### config.mk
export PLATFORM = sky130hd
export DESIGN_NAME = rat_restore_walker
export DESIGN_NICKNAME = d
export VERILOG_FILES = /design/src/rtl/rat_restore_walker_pkg.sv /design/src/rtl/rat_restore_walker.sv
export SDC_FILE = /design/constraint.sdc
export NUM_CORES = 1
export LEC_CHECK = 0
export ABC_AREA = 1
export BUFFER_PORTS_ARGS = -buffer_cell sky130_fd_sc_hd__buf_4
export CAP_MARGIN = 5
export CORE_MARGIN = 2
export CORE_UTILIZATION = 42
export DETAILED_ROUTE_END_ITERATION = 12
export GPL_TIMING_DRIVEN = 0
export PLACE_DENSITY_LB_ADDON = 0.15
export SYNTH_ARGS = -nofsm -noshare
export SYNTH_HDL_FRONTEND = slang
export SYNTH_SLANG_ARGS = --single-unit
### constraint.sdc
create_clock -name clk -period 1.57 [get_ports clk]
set_clock_uncertainty 0.1 [all_clocks]
set_input_delay 0.157 -clock clk [delete_from_list [all_inputs] [get_ports clk]]
set_output_delay 0.157 -clock clk [all_outputs]
set_load 0.02 [all_outputs]
### src/rtl/rat_restore_walker_pkg.sv
// +----------------------------------------------------------------------------+
// | rat_restore_walker_pkg                                                     |
// | Shared ROB / physical-register widths and the walker state encoding.       |
// | Revision: 1.0                                                              |
// +----------------------------------------------------------------------------+
`default_nettype none

package rat_restore_walker_pkg;

   localparam int c_rob_size         = 64;
   localparam int c_rob_id_width     = $clog2(c_rob_size);
   localparam int c_phy_reg_id_width = 7;

   typedef enum logic [1:0] {
      ST_IDLE = 2'd0,
      ST_WALK = 2'd1,
      ST_DONE = 2'd2
   } walker_state_t;

endpackage : rat_restore_walker_pkg

`default_nettype wire

### src/rtl/rat_restore_walker.sv
// +----------------------------------------------------------------------------+
// | rat_restore_walker                                                         |
// | Flush recovery: walks the squashed ROB range youngest-to-oldest, restoring |
// | RAT mappings and releasing squashed physical registers; stalls rename.     |
// | Optional macro RAT_WALKER_PERF_EN adds walker_perf_walk_cycles.            |
// | Revision: 1.0                                                              |
// +----------------------------------------------------------------------------+
`default_nettype none

module rat_restore_walker
   import rat_restore_walker_pkg::*;
#(
   parameter int ROB_SIZE         = c_rob_size,
   parameter int ROB_ID_WIDTH     = $clog2(ROB_SIZE),
   parameter int PHY_REG_ID_WIDTH = c_phy_reg_id_width
) (
   input  logic                        clk,
   input  logic                        rst,
   input  logic                        flush_req,
   input  logic [ROB_ID_WIDTH-1:0]     flush_rob_id,
   input  logic [ROB_ID_WIDTH-1:0]     rob_tail_id,
   input  logic                        rob_full,
   output logic [ROB_ID_WIDTH-1:0]     walker_rob_read_id,
   input  logic                        rob_walker_has_dest,
   input  logic [PHY_REG_ID_WIDTH-1:0] rob_walker_new_phy_id,
   input  logic [PHY_REG_ID_WIDTH-1:0] rob_walker_old_phy_id,
   output logic                        walker_rat_restore_map,
   output logic [PHY_REG_ID_WIDTH-1:0] walker_rat_restore_new_phy_id,
   output logic [PHY_REG_ID_WIDTH-1:0] walker_rat_restore_old_phy_id,
   output logic                        walker_freelist_release_valid,
   output logic [PHY_REG_ID_WIDTH-1:0] walker_freelist_release_phy_id,
   output logic                        walker_rename_stall,
   output logic                        walker_flush_done
`ifdef RAT_WALKER_PERF_EN
   ,
   output logic [31:0]                 walker_perf_walk_cycles
`endif
);

   localparam logic [ROB_ID_WIDTH:0] c_full_count = (ROB_ID_WIDTH+1)'(ROB_SIZE);

   walker_state_t             r_state;
   walker_state_t             w_next_state;
   logic [ROB_ID_WIDTH-1:0]   r_ptr;
   logic [ROB_ID_WIDTH-1:0]   w_next_ptr;
   logic [ROB_ID_WIDTH:0]     r_remaining;
   logic [ROB_ID_WIDTH:0]     w_next_remaining;

   logic [ROB_ID_WIDTH-1:0]   w_start_ptr;
   logic [ROB_ID_WIDTH-1:0]   w_range_diff;
   logic [ROB_ID_WIDTH:0]     w_start_remaining;

   // Equal head/tail is ambiguous: only rob_full distinguishes full from empty.
   assign w_start_ptr       = rob_tail_id - ROB_ID_WIDTH'(1);
   assign w_range_diff      = rob_tail_id - flush_rob_id;
   assign w_start_remaining = (rob_full && (rob_tail_id == flush_rob_id))
                              ? c_full_count : {1'b0, w_range_diff};

   always_ff @(posedge clk) begin
      if (!rst) begin
         r_state     <= ST_IDLE;
         r_ptr       <= '0;
         r_remaining <= '0;
      end else begin
         r_state     <= w_next_state;
         r_ptr       <= w_next_ptr;
         r_remaining <= w_next_remaining;
      end
   end

   always_comb begin
      w_next_state                   = r_state;
      w_next_ptr                     = r_ptr;
      w_next_remaining               = r_remaining;
      walker_rob_read_id             = r_ptr;
      walker_rat_restore_map         = 1'b0;
      walker_rat_restore_new_phy_id  = '0;
      walker_rat_restore_old_phy_id  = '0;
      walker_freelist_release_valid  = 1'b0;
      walker_freelist_release_phy_id = '0;
      walker_rename_stall            = (r_state != ST_IDLE);
      walker_flush_done              = (r_state == ST_DONE);

      case (r_state)
         ST_IDLE: begin
            if (flush_req) begin
               w_next_ptr       = w_start_ptr;
               w_next_remaining = w_start_remaining;
               w_next_state     = (w_start_remaining == '0) ? ST_DONE : ST_WALK;
            end
         end
         ST_WALK: begin
            if (rob_walker_has_dest) begin
               walker_rat_restore_map         = 1'b1;
               walker_rat_restore_new_phy_id  = rob_walker_new_phy_id;
               walker_rat_restore_old_phy_id  = rob_walker_old_phy_id;
               walker_freelist_release_valid  = 1'b1;
               walker_freelist_release_phy_id = rob_walker_new_phy_id;
            end
            w_next_ptr       = r_ptr - ROB_ID_WIDTH'(1);
            w_next_remaining = r_remaining - (ROB_ID_WIDTH+1)'(1);
            if (r_remaining == (ROB_ID_WIDTH+1)'(1)) begin
               w_next_state = ST_DONE;
            end
         end
         ST_DONE: begin
            w_next_state = ST_IDLE;
         end
         default: begin
            w_next_state = ST_IDLE;
         end
      endcase
   end

`ifdef RAT_WALKER_PERF_EN
   logic [31:0] r_perf_walk_cycles;

   always_ff @(posedge clk) begin
      if (!rst) begin
         r_perf_walk_cycles <= '0;
      end else if ((r_state == ST_WALK) && (r_perf_walk_cycles != '1)) begin
         r_perf_walk_cycles <= r_perf_walk_cycles + 32'd1;
      end
   end

   assign walker_perf_walk_cycles = r_perf_walk_cycles;
`endif

endmodule : rat_restore_walker

`default_nettype wire

Word-level counts from Yosys, hierarchy flattened:

Cells that the tools add are included.

* word-level logic and storage cells: 35
* register bits after elaboration: 15
* output and inout bits: 31

* add/sub/neg operators: 4
* reduce and logical (&&, ||, !) cells: 7
* muxes and demuxes: 15
* eq/ne operators: 6

Operator list (number)
* 2-to-1 mux 7 bit: 6
* case mux 7 bit (2 select lines): 1
* case mux 6 bit (2 select lines): 1
* subtractor 6 x 1 -> 6 bit (second input constant): 2
* equality test 7 x 1 -> 1 bit (second input constant): 1
* zero test 7 bit: 1
* subtractor 7 x 1 -> 7 bit (second input constant): 1
* equality test 6 bit: 1
* 2-to-1 mux 2 bit: 3
* 2-to-1 mux 6 bit: 1
* subtractor 6 bit: 1
* inequality test 2 bit (second input constant): 2
* case mux 2 bit (2 select lines): 1
* AND reduction 2 bit: 2
* nonzero test 2 bit: 2
* equality test 2 x 1 -> 1 bit (second input constant): 1
* equality test 2 bit (second input constant): 1
* zero test 2 bit: 1
* 2-to-1 mux 1 bit: 2
* logical AND 1 bit: 1

Depth between registers and ports, before layout:

Gate-level depths: netlist (run 1).

* depth after elaboration: 7
* gate-level depth with buffers: 13
* depth with buffers taken out: 13

Worst setup path after synthesis (run 1):

No wires, ideal clock.

* kind: register to output
* start: register r_state[0]
* end: output walker_rat_restore_new_phy_id[0]
* path slack: -252 ps
* cell stages (with the launch flop): 7
* data required time: 1313 ps
* data arrival time: 1565 ps
* path buffers: 4
* cell sequence: dfxtp_1 -> nand2_2 -> buf_6 -> clkbuf_1 -> buf_2 -> nor2_1 -> buf_4

* longest elaborated chain between the ends: 2

Ends and longest elaborated chain
* start, declared: line rat_restore_walker.sv:42 `walker_state_t r_state;`
* start signal, assigned: line rat_restore_walker.sv:65 `r_state <= w_next_state;`
* equality test 2 x 1 -> 1 bit
* 2-to-1 mux 7 bit
* end, declared: line rat_restore_walker.sv:28 `output logic [PHY_REG_ID_WIDTH-1:0] walker_rat_restore_new_phy_id,`

Every way passes these cells.

Final worst setup path (run 1):

* start: register r_state[1]
* end: output walker_rat_restore_new_phy_id[2]

* longest elaborated chain between the ends: 2

Ends and longest elaborated chain
* equality test 2 x 1 -> 1 bit: line rat_restore_walker.sv:84 `case (r_state)`
* 2-to-1 mux 7 bit: line rat_restore_walker.sv:84

Every way passes these cells.

==> metrics.yaml, run 1 <==
drv_slew: 0
synth_compound_area_frac: 0.1491
ys.warnings.count: 0
clock-sinks: 15
synth.cell_area_sq_mm: 0.001426
final_cell_mix: "nand2_1 (55), buf_4 (53), buf_6 (34)"
synth.top_cell.area_share: 0.2105
synth-seq-cells: 15
yosysTopAreaCell: "dfxtp_1"
first_pass_iters: 4
cts.clk_slew.worst_paths_ns: 0.09
rsz0062_at_grt: "yes"
overflow: 0
clock_latency_ns: 0.29
r2r_start: "r_state[1]"
syn2layout_area_growth_pct: 76.75
synth-xor-area-share: 0.03070
hpwl_microns: 3078
grt_pass1_wl_microns: 7948
finalWeightedCongestion: 0.8143
ys_types: 28
critPathRequiredTime_ns: 1.31
use_met1: 0.3143
hold_start: "flush_req"
antenna_cells: 0
hp-class: "input port to flop"
cts_buffers: 3
setup_viol: 25
ant_nets: 0
cts-root-buf: "clkbuf_4"
synthSimpleGateAreaFrac: 0.3623
final_common_cell: "nand2_1"
max_freq_mhz: 573.0
numPortBuffers: 61
cts_buffer_depth: 2
grt_pass1_vias: 1720
synth_cells: 240
detail_route.wl_per_cell_microns: 14.68
synth_mux_area_frac: 0
die_area_sq_mm: 0.003878
drt_iter0_drc: 144
core_sq_mm: 0.003311
violations: "setup timing"
worstPathArrival_ns: 1.49
irDropWorstVdd_v: 0.0005696
preCtsSetupSlack_ns: -0.2662
cp_cell_sequence: "inv_2, nand2_4, buf_6, clkbuf_16, buf_12, nor2_4, buf_6, buf_6"
start_util: 0.4308
drt-vias-per-instance: 5.136
fillers: 259
leakage_uw: 0.001254
startpoint_type: "flop"
cts_tree: "yes"
rr_endpoint: "walker_rob_read_id[5]"
drv_cap: 0
power.total_uw: 1887
die_h_microns: 62.28
grt_usage: 0.2525
syn-num-nets: 280
syn_avg_cell_area_sq_um: 5.943
hold_violations: 0
synth_top_family_by_area: "simple AND/OR/NAND/NOR gates"
antenna_found_initial: 0
dieWidth_microns: 62.28
num_vias: 1890
crit_top_cell: "buf_6"
slew_headroom: 0.6976
num_rows: 21
min_period_over_period: 1.112
nets: 363
timing.final.crit_period_ns: 1.745
drc_errors: 0
rrSetupSlack_ns: -0.16
top_usage_layer: "met2"
cts_hold_buf: 0
crit_fanout: 5
min_delay_path_depth: 3
cpMaxStageDelayCell: "dfxtp_2"
totalWireLength_microns: 5404
grt_util_met3: 0.03261
min_to: "r_state[0]"
drive_gt1_frac: 0.4472
synth.area.top_cells: "dfxtp_1 (21%), nand2_1 (16%), nor2_1 (9.5%)"
io_pins: 62
reg2reg_depth: 13
yosysSeqAreaShare: 0.2105
grt_max_degree: 11
endpoint_kind: "output pin"
yosys.area_share.adder: 0.08421
worst-setup-path-type: "flop to output pin"
h-tree-depth: 1
tightest_slew_ns: 0.4535
setup_ws_ns: -0.1753
met2_usage: 0.4429
cpPeakStageDelay_ns: 0.34
power.density_mw_per_mm2: 748.6
whs_ns: 0.03888
outcome: "finished, violations left"
[how the worst max path moves through the flow]
stage,start,to
finish,r_state[1],walker_rat_restore_new_phy_id[2]
CTS,r_state[1],walker_rat_restore_new_phy_id[1]
global placement,rob_tail_id[2],r_state[0]
detailed placement,rob_tail_id[2],r_state[0]
global route,r_state[1],walker_rob_read_id[4]
floorplan,r_state[1],walker_rob_read_id[4]
[state kept, by name (all words and copies together) (netlist names)]
signal              cells
r_state                 2
walker_rob_read_id      6
r_remaining             7
[critical path, delay by kind of cell, from the launching register on]
family	cells	cell delay, ns
flops	1	0.34
buf+inv	6	0.69
simple gates	2	0.16
[cell type report]
cell class              instances  area (sq um)  share of cell area
inverters                      37         153.9             0.06104
repair buffers                 78         706.9              0.2804
plain buffers                  14         165.2             0.06551
clock buffers                   4         26.28             0.01042
multi-input cells             174          1105              0.4382
flip-flops and latches         15         306.5              0.1216
well taps                      46         57.56             0.02283
[timing repair]
| action | 4_1_cts | 5_1_grt |
|---|---|---|
| gates resized for setup | 41 | 50 |
| endpoints found under the setup margin | 28 | 34 |
| pin swaps | 8 | 16 |
| gates cloned | 1 | 0 |
| setup buffers | 12 | 4 |
[synth_stat cells]
library cell and n:
inv_2 2, nand3_2 1, nand3b_1 1, nor2_4 1, xnor2_1 2, buf_6 1
fa_1 1, o21ai_1 7, o31ai_1 1, buf_2 3, inv_1 35, nand4_1 3
ha_1 8, o211ai_1 5, a21oi_1 15, xor2_1 3, a21o_1 1, nand2_2 3
nand2_1 60, clkbuf_1 2, o21bai_1 1, nor2_1 36, buf_4 8, nand3_1 17
dfxtp_1 15, nor3_1 1, o21ai_0 5, o21ai_2 2
[kinds of logic after synthesis]
logic type / after synthesis
fa+ha+maj: 9
flops: 15
buf+inv: 51
xor+xnor: 5
simple gates: 123
compound gates: 37
[per-layer routing]
layer,part of all wire,up-vias
met5,0,-
met3,0.050,15
met4,0.025,0
met2,0.54,68
li1,-,918
met1,0.38,889
[metrics by stage]
| stage | util | cell area [sq um] | std cells | setup TNS [ns] |
|---|---|---|---|---|
| final | 0.7615 | 2521 | 368 | -2.639 |
| after global routing | 0.7615 | 2521 | 368 | -3.942 |
| after CTS | 0.7033 | 2328 | 364 | -1.811 |
| after detailed placement | 0.6119 | 2026 | 347 | -1.822 |
| after global placement | 0.6119 | 2026 | 347 | -1.713 |
| after floorplan | - | 1510 | 240 | 0 |
[power breakdown]
| group | switching [uW] | total, uW | internal, uW |
|---|---|---|---|
| logic | 625 | 1150 | 528 |
| clock network | 130 | 229 | 99.1 |
| registers | 64.3 | 506 | 442 |
Power figures use the tool's default switching activity.
==> run 2: changes to the inputs <==
Settings changed: CORE_UTILIZATION 42 to 40.
==> run 2 against run 1 <==
The flow still finishes with violations (setup timing); design area down 0.65%; total power fell by 2.7%; sequential share of layout area is 0.13 points higher; utilization decreased by 2.3 points; maximum frequency grew 1.5%; sequential power fell by 1%; clock power hardly changed; combinational power is 3% lower; flip-flop and latch count unchanged; die area increased by 4.7%; wire length fell by 14%; largest power group unchanged; highest routed layer unchanged.
==> metrics.yaml, run 2 (synthesis gave the netlist of run 1 again) <==
drt-vias-per-instance: 4.864  # was 5.136
met2_usage: 0.3921  # was 0.4429
start_util: 0.4208  # was 0.4308
whs_ns: 0.04534  # was 0.03888 ns
cts_buffers: 3  # unchanged
hpwl_microns: 2933  # was 3078 microns
overflow: 0  # unchanged
power.total_uw: 1837  # was 1887 uW
clock-sinks: 15  # unchanged
drv_cap: 0  # unchanged
r2r_start: "r_state[1]"  # unchanged
grt_usage: 0.2227  # was 0.2525
tns_ns: -1.913  # was -2.639 ns
grt_pass1_wl_microns: 7383  # was 7948 microns
max_freq_mhz: 581.8  # was 573.0 MHz
dieWidth_microns: 63.72  # was 62.28 microns
dpl_cell_area_sq_mm: 0.002026  # unchanged
totalWireLength_microns: 4666  # was 5404 microns
final_common_cell: "nand2_1"  # unchanged
cts_tree: "yes"  # unchanged
final_area_sq_mm: 0.002505  # was 0.002521 sq mm
hold_start: "flush_req"  # unchanged
nets: 362  # was 363
power.density_mw_per_mm2: 733.5  # was 748.6 mW/mm^2
drive_gt1_frac: 0.4393  # was 0.4472
core_sq_mm: 0.003390  # was 0.003311 sq mm
drv_slew: 0  # unchanged
ant_nets: 0  # unchanged
clock_latency_ns: 0.29  # about the same
cts.clk_slew.worst_paths_ns: 0.09  # about the same
worstSetupStartpoint: "r_state[1]"  # unchanged
cts_hold_buf: 0  # unchanged
grt_max_degree: 11  # unchanged
leakage_uw: 0.001250  # was 0.001254 uW
timing.final.crit_period_ns: 1.719  # was 1.745 ns
rsz0062_at_grt: "yes"  # unchanged
syn2layout_area_growth_pct: 75.61  # was 76.75%
endpoint_kind: "output pin"  # unchanged
die_area_sq_mm: 0.004060  # was 0.003878 sq mm
setup_ws_ns: -0.1488  # was -0.1753 ns
antenna_found_initial: 0  # unchanged
io_pins: 62  # unchanged
die_h_microns: 63.72  # was 62.28 microns
violations: "setup timing"  # unchanged
hold_violations: 0  # unchanged
worstPathArrival_ns: 1.46  # was 1.49 ns
critPathRequiredTime_ns: 1.31  # about the same
tightest_slew_ns: 0.4175  # was 0.4535 ns
num_vias: 1785  # was 1890
setup_viol: 24  # was 25
drt_iter0_drc: 66  # was 144
use_met1: 0.2860  # was 0.3143
detail_route.wl_per_cell_microns: 12.71  # was 14.68 microns
fillers: 272  # was 259
num_rows: 21  # unchanged
slew_headroom: 0.7217  # was 0.6976
drc_errors: 0  # unchanged
largest_reg_flops: 7  # unchanged
top_register: "r_remaining"  # unchanged
startpoint_type: "flop"  # unchanged
numPortBuffers: 61  # unchanged
worst-setup-path-type: "flop to output pin"  # unchanged
cts_buffer_depth: 2  # unchanged
grt_util_met3: 0.02679  # was 0.03261
cts-root-buf: "clkbuf_4"  # unchanged
grt_pass1_vias: 1652  # was 1720
crit_fanout: 5  # unchanged
finalWeightedCongestion: 0.8256  # was 0.8143
final_cell_mix: "nand2_1 (56), buf_4 (53), buf_6 (30), inv_1 (30), nor2_1 (20)"  # was nand2_1 (55), buf_4 (53), buf_6 (34)
antenna_cells: 0  # unchanged
first_pass_iters: 4  # unchanged
hp-class: "input port to flop"  # unchanged
irDropWorstVdd_v: 0.0006222  # was 0.0005696 V
outcome: "finished, violations left"  # unchanged
h-tree-depth: 1  # unchanged
top_usage_layer: "met2"  # unchanged
min_period_over_period: 1.095  # was 1.112
## run 2: worst max-delay path, stage by stage (launching register included)
cell and delay (ns):
dfxtp_2 0.33, inv_2 0.07, nand2_4 0.05, buf_6 0.12
clkbuf_16 0.15, buf_12 0.14, nor2_4 0.10, buf_6 0.11
buf_6 0.10
## run 2: stage by stage
| step | setup WS, ns | util | std cells |
|---|---|---|---|
| 6_report | -0.1488 | 0.7390 | 367 |
| 5_1_grt | -0.2305 | 0.7390 | 367 |
| 4_1_cts | -0.1272 | 0.6884 | 363 |
| 3_5_place_dp | -0.2737 | 0.5976 | 347 |
| 3_3_place_gp | -0.2614 | 0.5976 | 347 |
| 2_1_floorplan | 0.0007371 | - | 240 |
## run 2: worst paths after layout
check | end | slack [ns] | cells past startpoint
setup / recovery | walker_rat_restore_new_phy_id[1] | -0.15 | 8
hold / removal | r_state[0] | 0.05 | 3
setup reg to reg | walker_rob_read_id[4] | -0.12 | 13
hold reg to reg | r_remaining[3] | 0.41 | 2
## run 2: final cells by class
type	count	area, sq um	share of cell area
Sequential cell	15	307.8	0.1229
Clock buffer	4	26.28	0.01049
Buffer	14	155.1	0.06194
Inverter	37	148.9	0.05944
Timing Repair Buffer	77	699.4	0.2792
Tap cell	46	57.56	0.02298
Multi-Input combinational cell	174	1110	0.4431
## run 2: power breakdown
| part | internal [uW] | leakage, uW | switching, uW | total (uW) |
|---|---|---|---|---|
| combinational | 515 | 0.00111 | 595 | 1110 |
| clock | 98.9 | 0.0000150 | 129 | 228 |
| sequential | 443 | 0.000126 | 56.3 | 499 |
## run 2: metal layers
layer | routed length (microns) | vias to the layer above
met5 | 0 | -
met4 | 67 | 0
met3 | 178 | 7
met2 | 2450 | 46
met1 | 1970 | 823
li1 | - | 909
## run 2: repair_timing
action,4_1_cts,5_1_grt
buffers inserted,11,4
pin swaps,8,13
gates cloned,1,0
setup endpoints to repair,26,32
resized for setup,44,38
==> run 3: changes to the inputs <==
Settings changed: CAP_MARGIN 5 to default, REMOVE_ABC_BUFFERS from default to 1.
==> run 3 against run 2 <==
The flow still finishes with violations (setup timing); design area shrank 17%; setup slack better by 0.13 ns; sequential power about the same; largest power group unchanged; final cell count fell by 6.0%; highest routed layer unchanged; non-clock buffer count shrank 23; critical endpoint is now walker_rob_read_id[4]; combinational power shrank 21%; worst hold slack got worse by 0.0082 ns.
==> metrics.yaml, run 3 (synthesis gave the netlist of run 1 again) <==
outcome: "finished, violations left"  # unchanged
violations: "setup timing"  # unchanged
largest_reg_flops: 7  # unchanged
cpPeakStageDelay_ns: 0.34  # was 0.33 ns
timing.final.crit_period_ns: 1.586  # was 1.719 ns
final_area_sq_mm: 0.002076  # was 0.002505 sq mm
setup_ws_ns: -0.01568  # was -0.1488 ns
core_sq_mm: 0.003390  # unchanged
hold_start: "flush_req"  # unchanged
syn2layout_area_growth_pct: 45.53  # was 75.61%
overflow: 0  # unchanged
dieWidth_microns: 63.72  # unchanged
hpwl_microns: 2769  # was 2933 microns
drc_errors: 0  # unchanged
finalWeightedCongestion: 0.7535  # was 0.8256
hp-class: "input port to flop"  # unchanged
antenna_cells: 0  # unchanged
num_rows: 21  # unchanged
cts.clk_slew.worst_paths_ns: 0.09  # about the same
start_util: 0.4208  # unchanged
drt-vias-per-instance: 4.864  # about the same
drt_iter0_drc: 72  # was 66
cp_num_cells: 10  # was 8
reg2reg_depth: 10  # was 13
min_delay_path_depth: 3  # unchanged
cp_top_family: "flip-flops"  # was buffers and inverters
grt_pass1_wl_microns: 6417  # was 7383 microns
num_vias: 1678  # was 1785
numPortBuffers: 61  # unchanged
whs_ns: 0.03718  # was 0.04534 ns
nets: 340  # was 362
cpMaxStageDelayCell: "dfxtp_2"  # unchanged
clock-sinks: 15  # unchanged
crit_fanout: 5  # unchanged
cts_buffers: 3  # unchanged
die_h_microns: 63.72  # unchanged
cp_cell_sequence: "inv_4, nand2_8, o21ai_4, ha_2, inv_2, nor2_2, nand2_1, xnor2_1, o21ai_1, inv_1"  # was inv_2, nand2_4, buf_6, clkbuf_16, buf_12, nor2_4, buf_6, buf_6
antenna_found_initial: 0  # unchanged
rrSetupSlack_ns: -0.02  # was -0.12 ns
rsz0062_at_grt: "yes"  # unchanged
detail_route.wl_per_cell_microns: 11.39  # was 12.71 microns
final_cell_mix: "buf_4 (67), nand2_1 (58), inv_1 (30)"  # was nand2_1 (56), buf_4 (53), buf_6 (30), inv_1 (30), nor2_1 (20)
setup_viol: 2  # was 24
cts_tree: "yes"  # unchanged
cts_hold_buf: 0  # unchanged
totalWireLength_microns: 3930  # was 4666 microns
cts_buffer_depth: 2  # unchanged
hold_violations: 0  # unchanged
tightest_slew_ns: 0.4457  # was 0.4175 ns
h-tree-depth: 1  # unchanged
rr_endpoint: "walker_rob_read_id[4]"  # unchanged
irDropWorstVdd_v: 0.0004210  # was 0.0006222 V
grt_usage: 0.1956  # was 0.2227
drv_slew: 0  # unchanged
drv_cap: 0  # unchanged
slew_headroom: 0.7028  # was 0.7217
cts-root-buf: "clkbuf_4"  # unchanged
worstPathArrival_ns: 1.69  # was 1.46 ns
worst-setup-path-type: "flop to flop"  # was flop to output pin
io_pins: 62  # unchanged
critPathRequiredTime_ns: 1.67  # was 1.31 ns
first_pass_iters: 4  # unchanged
clock_latency_ns: 0.29  # about the same
worst-path-buf-inv: 3  # was 6
min_to: "r_state[0]"  # unchanged
top_register: "r_remaining"  # unchanged
leakage_uw: 0.001087  # was 0.001250 uW
endpoint_kind: "flop"  # was output pin
grt_pass1_vias: 1520  # was 1652
final_common_cell: "buf_4"  # was nand2_1
max_freq_mhz: 630.6  # was 581.8 MHz
ant_nets: 0  # unchanged
grt_max_degree: 19  # was 11
startpoint_type: "flop"  # unchanged
r2r_start: "r_state[1]"  # unchanged
dpl_cell_area_sq_mm: 0.001848  # was 0.002026 sq mm
min_period_over_period: 1.010  # was 1.095
power.density_mw_per_mm2: 779.8  # was 733.5 mW/mm^2
die_area_sq_mm: 0.004060  # unchanged
drive_gt1_frac: 0.3612  # was 0.4393
## run 3: cell types whose count changed in the layout (fill, tap and decap cells not counted), moves of 2 or more
cell | before | now
buf_6 | 30 | 1
nor2_4 | 16 | 1
buf_4 | 53 | 67
nor2_1 | 20 | 28
nor2_2 | 1 | 8
nand2_4 | 3 | 0
a21oi_1 | 13 | 15
a21oi_2 | 2 | 0
buf_8 | 2 | 0
dfxtp_1 | 11 | 13
dfxtp_2 | 3 | 1
nand2_1 | 56 | 58
nand2_8 | 0 | 2
## run 3: worst max path at each step
stage	startpoint	end	slack, ns
after global placement	r_state[0]	walker_rob_read_id[2]	-0.66
final	r_state[1]	walker_rob_read_id[4]	-0.02
after floorplan	r_state[1]	walker_rob_read_id[4]	-0.31
after CTS	r_state[1]	walker_rob_read_id[5]	-0.001
after detailed placement	r_state[0]	walker_rob_read_id[4]	-0.67
after global routing	r_state[1]	walker_rob_read_id[4]	-0.15
## run 3: worst reg2reg max path, stage by stage (launching register included)
cell and delay [ns]:
dfxtp_2 0.34, inv_4 0.07, nand2_8 0.08, o21ai_4 0.20, ha_2 0.20, inv_2 0.04
nor2_2 0.11, nand2_1 0.07, xnor2_1 0.12, o21ai_1 0.11, inv_1 0.05
## run 3: cell type report
type	instances	area (sq um)
fill	338	1314
sequential	15	305.3
multi-input combinational	175	1021
timing repair buffer	68	514.2
inverter	37	151.4
tap	46	57.56
clock buffer	4	26.28
## run 3: per-stage QoR
step | power, uW | util | std cells | setup TNS [ns] | setup WS [ns]
after floorplan | 1003 | - | 226 | -0.9176 | -0.3147
after global placement | 1255 | 0.5452 | 333 | -4.540 | -0.6647
after detailed placement | 1258 | 0.5452 | 333 | -4.586 | -0.6675
after CTS | 1563 | 0.5814 | 343 | -0.001330 | -0.001330
after global routing | 1754 | 0.6124 | 345 | -0.8256 | -0.1532
final | 1619 | 0.6124 | 345 | -0.02406 | -0.01568
## run 3: power by group
part           internal (uW)  switching [uW]  total, uW
logic                    377             505        882
clock network           99.1             136        235
registers                441            60.2        501
## run 3: repair_timing
| item | CTS | global route |
|---|---|---|
| setup buffers | 5 | 2 |
| pin swaps | 3 | 11 |
| cloned | 1 | 0 |
| gates resized for setup | 16 | 24 |
| endpoints found under the setup margin | 35 | 26 |
## run 3: per-layer routing
metal | track usage | share of wire | vias up
met3 | 0.03750 | 0.049 | 7
li1 | - | - | 870
met2 | 0.3395 | 0.49 | 53
met4 | 0.04891 | 0.013 | 0
met1 | 0.2473 | 0.45 | 748
met5 | 0 | 0 | -
